<file path="src/rtl/ssm_stream_sequencer_if.sv">
// Word-stream handshakes around the SSM sequencer: operand words in, y words out.
interface ssm_stream_sequencer_if #(
    parameter int DW = 16
);
    logic          in_valid;
    logic          in_ready;
    logic [DW-1:0] in_data;
    logic          out_valid;
    logic          out_ready;
    logic [DW-1:0] out_data;
    logic          out_last;

    modport slave (
        input  in_valid,
        input  in_data,
        output in_ready,
        output out_valid,
        output out_data,
        output out_last,
        input  out_ready
    );

    modport master (
        output in_valid,
        output in_data,
        input  in_ready,
        input  out_valid,
        input  out_data,
        input  out_last,
        output out_ready
    );
endinterface

</file>
<file path="src/rtl/ssm_stream_sequencer.sv">
// Streams operand words into the flat vectors of the SSM core, fires it once,
// then streams the captured y vector back out with a last flag.
module ssm_stream_sequencer #(
    parameter int B  = 1,
    parameter int H  = 4,
    parameter int P  = 4,
    parameter int N  = 4,
    parameter int DW = 16
) (
    input  logic                    clk,
    input  logic                    rst,
    ssm_stream_sequencer_if.slave   strm,
    output logic [B*H*DW-1:0]       dt_flat,
    output logic [B*H*DW-1:0]       dA_flat,
    output logic [B*N*DW-1:0]       Bmat_flat,
    output logic [B*N*DW-1:0]       C_flat,
    output logic [H*DW-1:0]         D_flat,
    output logic [B*H*P*DW-1:0]     x_flat,
    output logic [B*H*P*N*DW-1:0]   h_prev_flat,
    output logic                    core_start,
    input  logic                    core_done,
    input  logic [B*H*P*DW-1:0]     y_flat,
    output logic                    busy
);
    localparam int N_DT   = B * H;
    localparam int N_BM   = B * N;
    localparam int N_X    = B * H * P;
    localparam int N_HP   = B * H * P * N;
    localparam int OFF_DA = N_DT;
    localparam int OFF_BM = OFF_DA + N_DT;
    localparam int OFF_C  = OFF_BM + N_BM;
    localparam int OFF_D  = OFF_C + N_BM;
    localparam int OFF_X  = OFF_D + H;
    localparam int OFF_HP = OFF_X + N_X;
    localparam int WIN    = OFF_HP + N_HP;
    localparam int WOUT   = N_X;
    localparam int CMAX   = (WIN > WOUT) ? WIN : WOUT;
    localparam int CW     = $clog2(CMAX + 1);

    typedef enum logic [1:0] {
        LOAD  = 2'd0,
        FIRE  = 2'd1,
        WAIT  = 2'd2,
        DRAIN = 2'd3
    } state_t;

    state_t              state_reg, state_next;
    logic [CW-1:0]       cnt_reg, cnt_next;
    logic [DW-1:0]       slot_reg [WIN];
    logic [WOUT*DW-1:0]  ybuf_reg, ybuf_next;
    logic [DW-1:0]       out_data_reg, out_data_next;
    logic                core_start_reg;
    logic                busy_reg;
    logic                load_accept;
    logic                capture;
    logic                in_ready_c;
    logic                out_valid_c;
    logic                out_last_c;

    always_comb begin
        state_next  = state_reg;
        cnt_next    = cnt_reg;
        load_accept = 1'b0;
        capture     = 1'b0;
        in_ready_c  = 1'b0;
        out_valid_c = 1'b0;
        out_last_c  = 1'b0;
        case (state_reg)
            LOAD: begin
                in_ready_c = 1'b1;
                if (strm.in_valid) begin
                    load_accept = 1'b1;
                    if (cnt_reg == CW'(WIN - 1)) begin
                        cnt_next   = '0;
                        state_next = FIRE;
                    end else begin
                        cnt_next = cnt_reg + 1'b1;
                    end
                end
            end
            // A done arriving in the start cycle itself is captured too.
            FIRE, WAIT: begin
                state_next = WAIT;
                if (core_done) begin
                    capture    = 1'b1;
                    state_next = DRAIN;
                end
            end
            DRAIN: begin
                out_valid_c = 1'b1;
                out_last_c  = (cnt_reg == CW'(WOUT - 1));
                if (strm.out_ready) begin
                    if (out_last_c) begin
                        cnt_next   = '0;
                        state_next = LOAD;
                    end else begin
                        cnt_next = cnt_reg + 1'b1;
                    end
                end
            end
            default: state_next = LOAD;
        endcase
    end

    // out_data is registered, so it is looked up with next-cycle state and count.
    always_comb begin
        ybuf_next     = capture ? y_flat : ybuf_reg;
        out_data_next = '0;
        if (state_next == DRAIN) begin
            out_data_next = ybuf_next[DW*int'(cnt_next) +: DW];
        end
    end

    always_ff @(posedge clk or negedge rst) begin
        if (!rst) begin
            state_reg      <= LOAD;
            cnt_reg        <= '0;
            ybuf_reg       <= '0;
            out_data_reg   <= '0;
            core_start_reg <= 1'b0;
            busy_reg       <= 1'b0;
        end else begin
            state_reg      <= state_next;
            cnt_reg        <= cnt_next;
            ybuf_reg       <= ybuf_next;
            out_data_reg   <= out_data_next;
            core_start_reg <= (state_next == FIRE);
            busy_reg       <= (state_next != LOAD);
        end
    end

    always_ff @(posedge clk or negedge rst) begin
        if (!rst) begin
            for (int i = 0; i < WIN; i++) begin
                slot_reg[i] <= '0;
            end
        end else begin
            for (int i = 0; i < WIN; i++) begin
                if (load_accept && (cnt_reg == CW'(i))) begin
                    slot_reg[i] <= strm.in_data;
                end
            end
        end
    end

    genvar gi;
    generate
        for (gi = 0; gi < N_DT; gi++) begin : g_dt
            assign dt_flat[DW*gi +: DW] = slot_reg[gi];
            assign dA_flat[DW*gi +: DW] = slot_reg[OFF_DA + gi];
        end
        for (gi = 0; gi < N_BM; gi++) begin : g_bm
            assign Bmat_flat[DW*gi +: DW] = slot_reg[OFF_BM + gi];
            assign C_flat[DW*gi +: DW]    = slot_reg[OFF_C + gi];
        end
        for (gi = 0; gi < H; gi++) begin : g_d
            assign D_flat[DW*gi +: DW] = slot_reg[OFF_D + gi];
        end
        for (gi = 0; gi < N_X; gi++) begin : g_x
            assign x_flat[DW*gi +: DW] = slot_reg[OFF_X + gi];
        end
        for (gi = 0; gi < N_HP; gi++) begin : g_hp
            assign h_prev_flat[DW*gi +: DW] = slot_reg[OFF_HP + gi];
        end
    endgenerate

    assign strm.in_ready  = in_ready_c;
    assign strm.out_valid = out_valid_c;
    assign strm.out_last  = out_last_c;
    assign strm.out_data  = out_data_reg;
    assign core_start     = core_start_reg;
    assign busy           = busy_reg;

endmodule
</file>
<file path="src/flat_wrapper.sv">
// flat-port wrapper written by rule: the top's interface ports become plain ports
module ssm_stream_sequencer_flat 
#(
    parameter int B  = 1,
    parameter int H  = 4,
    parameter int P  = 4,
    parameter int N  = 4,
    parameter int DW = 16
)
  (clk, rst, dt_flat, dA_flat, Bmat_flat, C_flat, D_flat, x_flat, h_prev_flat, core_start, core_done, y_flat, busy, strm_in_valid, strm_in_data, strm_in_ready, strm_out_valid, strm_out_data, strm_out_last, strm_out_ready);
  ssm_stream_sequencer_if #(.DW(DW)) strm_i ();
  input  logic clk;
  input  logic rst;
  output logic [B*H*DW-1:0] dt_flat;
  output logic [B*H*DW-1:0] dA_flat;
  output logic [B*N*DW-1:0] Bmat_flat;
  output logic [B*N*DW-1:0] C_flat;
  output logic [H*DW-1:0] D_flat;
  output logic [B*H*P*DW-1:0] x_flat;
  output logic [B*H*P*N*DW-1:0] h_prev_flat;
  output logic core_start;
  input  logic core_done;
  input  logic [B*H*P*DW-1:0] y_flat;
  output logic busy;
  input wire logic [$bits(strm_i.in_valid)-1:0] strm_in_valid;
  input wire logic [$bits(strm_i.in_data)-1:0] strm_in_data;
  output wire logic [$bits(strm_i.in_ready)-1:0] strm_in_ready;
  output wire logic [$bits(strm_i.out_valid)-1:0] strm_out_valid;
  output wire logic [$bits(strm_i.out_data)-1:0] strm_out_data;
  output wire logic [$bits(strm_i.out_last)-1:0] strm_out_last;
  input wire logic [$bits(strm_i.out_ready)-1:0] strm_out_ready;
  assign strm_i.in_valid = strm_in_valid;
  assign strm_i.in_data = strm_in_data;
  assign strm_in_ready = strm_i.in_ready;
  assign strm_out_valid = strm_i.out_valid;
  assign strm_out_data = strm_i.out_data;
  assign strm_out_last = strm_i.out_last;
  assign strm_i.out_ready = strm_out_ready;
  ssm_stream_sequencer #(.B(B), .H(H), .P(P), .N(N), .DW(DW)) u_core (.clk(clk), .rst(rst), .strm(strm_i), .dt_flat(dt_flat), .dA_flat(dA_flat), .Bmat_flat(Bmat_flat), .C_flat(C_flat), .D_flat(D_flat), .x_flat(x_flat), .h_prev_flat(h_prev_flat), .core_start(core_start), .core_done(core_done), .y_flat(y_flat), .busy(busy));
endmodule
</file>
<file path="config.mk">
export PLATFORM = sky130hd
export DESIGN_NAME = ssm_stream_sequencer_flat
export DESIGN_NICKNAME = d
export VERILOG_FILES = /design/src/rtl/ssm_stream_sequencer_if.sv /design/src/rtl/ssm_stream_sequencer.sv /design/src/flat_wrapper.sv
export SDC_FILE = /design/constraint.sdc
export NUM_CORES = 2
export LEC_CHECK = 0
export ABC_AREA = 1
export CORE_AREA = 2 2 732 734
export CTS_BUF_LIST = sky130_fd_sc_hd__clkbuf_16
export DETAILED_ROUTE_END_ITERATION = 12
export DIE_AREA = 0 0 734 736
export GPL_TIMING_DRIVEN = 0
export SETUP_SLACK_MARGIN = 0.1
export SLEW_MARGIN = 10
export SYNTH_ARGS = -nofsm -noshare
export SYNTH_HDL_FRONTEND = slang
export SYNTH_SLANG_ARGS = --single-unit
</file>
<file path="constraint.sdc">
create_clock -name clk -period 2.37 [get_ports clk]
set_input_delay 0.711 -clock clk [delete_from_list [all_inputs] [get_ports clk]]
set_output_delay 0.711 -clock clk [all_outputs]
set_load 0.03 [all_outputs]
</file>
==> out/summary.md <==
The finished cells cover 0.115 mm^2. The share of synthesized registers carrying an async set or reset was 100%. The cell repeated most along the worst path is nor2_2.

The clock net in this run drives a total of 1883 sinks. After global routing the overflow that remains totals 0. The total number of vias came out at 67400. The total of fill cells in the finished design came out at 57900. The number of hold violations in the final report is 0, and the post-route clock period utilization is 120%. Yosys attributes the largest share of cell area to dfrtp_1 67%, o21ai_0 13%, nand2_1 10%, clkbuf_1 2.9%, nand3_1 2.3%. The number of nets still failing antenna checks after routing was 0; the fraction of layout instances using a drive strength above 1 was 25.0%. The sequential area share after synthesis is 66.5%, and the worst setup skew after layout is 0.0878 ns. Across the run, the number of max-cap violations was 0. For this run, design rule violations remaining after detail routing come to 0.

The biggest area contributor in the post-synthesis netlist is dfrtp_1. The finished layout holds 17100 standard cells, fillers aside. The checks that failed: negative setup slack. For this run, the share of the core covered by cells in the final layout is 21.6%.

Number of search-and-repair iterations in the first detailed-routing pass: 6. The clock transition at the registers of the reported paths is 0.06 ns. For the clock insertion delay at the later pin of the skew report, the log shows 0.90 ns. The number of distinct library cells after synthesis is 28. The die boundary width was 734 um; the post-layout minimum cycle time was 2.84 ns. Walking the worst path, the cells encountered are nor2_2, nand4_1, nor2_2, buf_6.

The most common cell in the netlist is nand2_1. The total instance count after detailed placement was 16300. The effective utilization at floorplan is 13.3%, and the net count after synthesis is 7512.

Gate count after technology mapping: 7228. The cell at the slowest stage of the critical path was dfrtp_2. Registers take 0.0471 mm^2.

VDD sags by at most 0.000697 V. In the final design database the tool counted 10000 nets. Entering global routing, the biggest net connects 155 pins. For this design the top-level I/O count stands at 1898. The number of buffers added on ports is 1897, and the fraction of synthesized cell area taken by the top area cell type is 66.5%. The total placed instance area came out at 0.101 mm^2. Counting flops with a built-in enable in the synthesized netlist gives 0. The upper clock frequency limit was 352 MHz; the synthesized area divided by synthesized cell count was 9.80 um^2. The delay contributed by the slowest stage of the critical path came out at 0.47 ns. The die area was 0.540 mm^2; the top fanout value on the critical path was 6. Global routing consumed, over all layers together, 17.2% of the routing resources.

Summing every instance area after synthesis gives 0.0708 mm^2. The flow ran to the end, but the final reports show violations. At the placement stage, the worst setup path has a slack of -2.71 ns. In the routed layout, each cell is associated on average with a via count of 3.95. The total area inside the core boundary comes to 0.532 mm^2. The commonest cells after synthesis are 1917 x nand2_1, 1883 x dfrtp_1, 1861 x o21ai_0, 538 x clkbuf_1, 325 x nand3_1.

Type of the worst setup path: flip-flop to output pin. Number of global-route vias before repair: 64200. Counting along the longest clock path gives a buffer depth of 4.

For the number of antenna violations at the first check in global routing, the log shows 124. The most used flip-flop cell after synthesis is dfrtp_1. The count of pins over their slew limit was 0.

The area growth from synthesis to final layout works out to 62.1%. The flip-flop count of the largest register, all copies and words added was 1024; the number of violations reported at the end of detailed-routing iteration 0 was 6471. The run gives 1680 as the count of endpoints failing setup in the final report.

Power spread over the standard cell area amounts to 885 mW/mm^2. TritonCTS built the clock tree. The data required time of the critical path was 1.66 ns. STA classifies the critical path startpoint as a flip-flop. Final hold analysis gives a worst-case slack of 0.0447 ns.

In this run the vertical extent of the chip is 736 um. The worst setup path is captured at an output pin. The worst setup margin is -0.474 ns. The number of cells on the worst reg-to-reg path was 18; the placed wire-length estimate was 382 mm. Dividing the detail-routed wire length by the instance count gives 28.9 um. The number of rows in the core area came out at 268.

Setup repair after global routing could not meet its margin everywhere. The synthesized design contains 1883 register bits. Summed over all cells, the static leakage comes to 51.2 nW. The congestion estimate from routability-driven global placement came to 0.951. The clock tree root buffer cell was clkbuf_16. The yosys synthesis warning count was 0; the footprint of the multi-input gates was 0.0222 mm^2.

The logs give 8.26% for the remaining max-slew budget at the tightest pin and 493 mm for the detailed-route wire length. The first-pass GRT wire length is 626 mm. The data arrival time of the critical path came out at 2.13 ns. Counting the buffers created by CTS gives 215. In this run the number of H-tree levels came out at 4. The transition at the pin with the smallest max-transition slack was 1.38 ns. The class of the worst hold path is input port to async pin.
## critical path: cells and delay by family, from the launching register on
kind                   cells  cell delay (ns)
buffers and inverters      1             0.17
AND/OR/NAND/NOR            3             0.58
flip-flops                 1             0.47
## cell families after synthesis
family	count (synthesis)	synth area share (%)
buffers and inverters	892	4.90
flip-flops	1883	66.5
adder cells (fa/ha/maj)	7	0.124
AND/OR/NAND/NOR	2559	15.1
AO/OA/AOI/OAI	1887	13.3
## placed cells by master (no fill, tap or decap), drive strengths merged
master,count
dfrtp,1883
clkinv,112
dlygate4sd3,1
bufinv,12
nor3,4
diode,131
clkinvlp,7
clkdlybuf4s15,52
buf,1238
o211ai,2
a21oi,19
clkdlybuf4s50,881
nor2,46
nand2,1921
and3,1
nand3,325
dlygate4sd2,138
clkbuf,781
inv,344
dlymetal6s2s,2
bufbuf,12
or2,257
nor4,2
o21a,1
nand4,3
o21ai,1865
ha,7
## through the flow
step           power, mW  TNS [ns]
3_3_place_gp        63.4         -
3_5_place_dp        64.3  -4372.26
4_1_cts             99.3   -721.86
6_report             102   -253.08
5_1_grt              106   -476.43
2_1_floorplan       51.1         0
## routing by layer
metal | part of all wire (%) | up-vias | global-route usage [%]
li1 | - | 28800 | -
met1 | 38 | 33800 | 20.5
met2 | 45 | 3827 | 27.8
met3 | 9.7 | 966 | 5.79
met4 | 6.3 | 40 | 8.56
met5 | 0.059 | - | 0
## cell type report
type,instances,share of cell area (%)
Sequential cell,1883,41.0
Buffer,589,3.49
Timing Repair Buffer,2301,21.4
Multi-Input combinational cell,4453,19.3
Antenna cell,131,0.285
Tap cell,7020,7.65
Clock inverter,173,1.15
Clock buffer,215,4.68
Inverter,302,1.05
## worst paths after layout
path                                          from                        to  slack (ns)
max in group asynchronous                      rst  u_core.h_prev_flat[1010]        0.18
max reg2reg                      u_core.cnt_reg[0]   u_core.strm.out_data[0]       -0.37
max                              u_core.cnt_reg[4]             strm_out_last       -0.47
min in group clk                       y_flat[169]      u_core.ybuf_reg[169]        0.41
min reg2reg                u_core.h_prev_flat[736]   u_core.h_prev_flat[736]        0.48
min                                            rst        u_core.x_flat[137]        0.04
## timing repair
action,4_1_cts,5_1_grt
gates resized for setup,1041,4985
buffers inserted,59,187
gates cloned,28,16
endpoints found under the hold margin,56,73
pin swaps,35,45
hold buffers,3,1
setup endpoints to repair,4351,3401
## power breakdown
part | leakage [nW] | internal, mW | total [mW] | switching, mW
Clock | 3.44 | 17.8 | 32.7 | 14.9
Sequential | 25.4 | 35.6 | 37.0 | 1.34
Combinational | 22.3 | 11.3 | 32.0 | 20.7
Total | 51.2 | 64.8 | 102 | 36.9
Power figures use the tool's default switching activity.
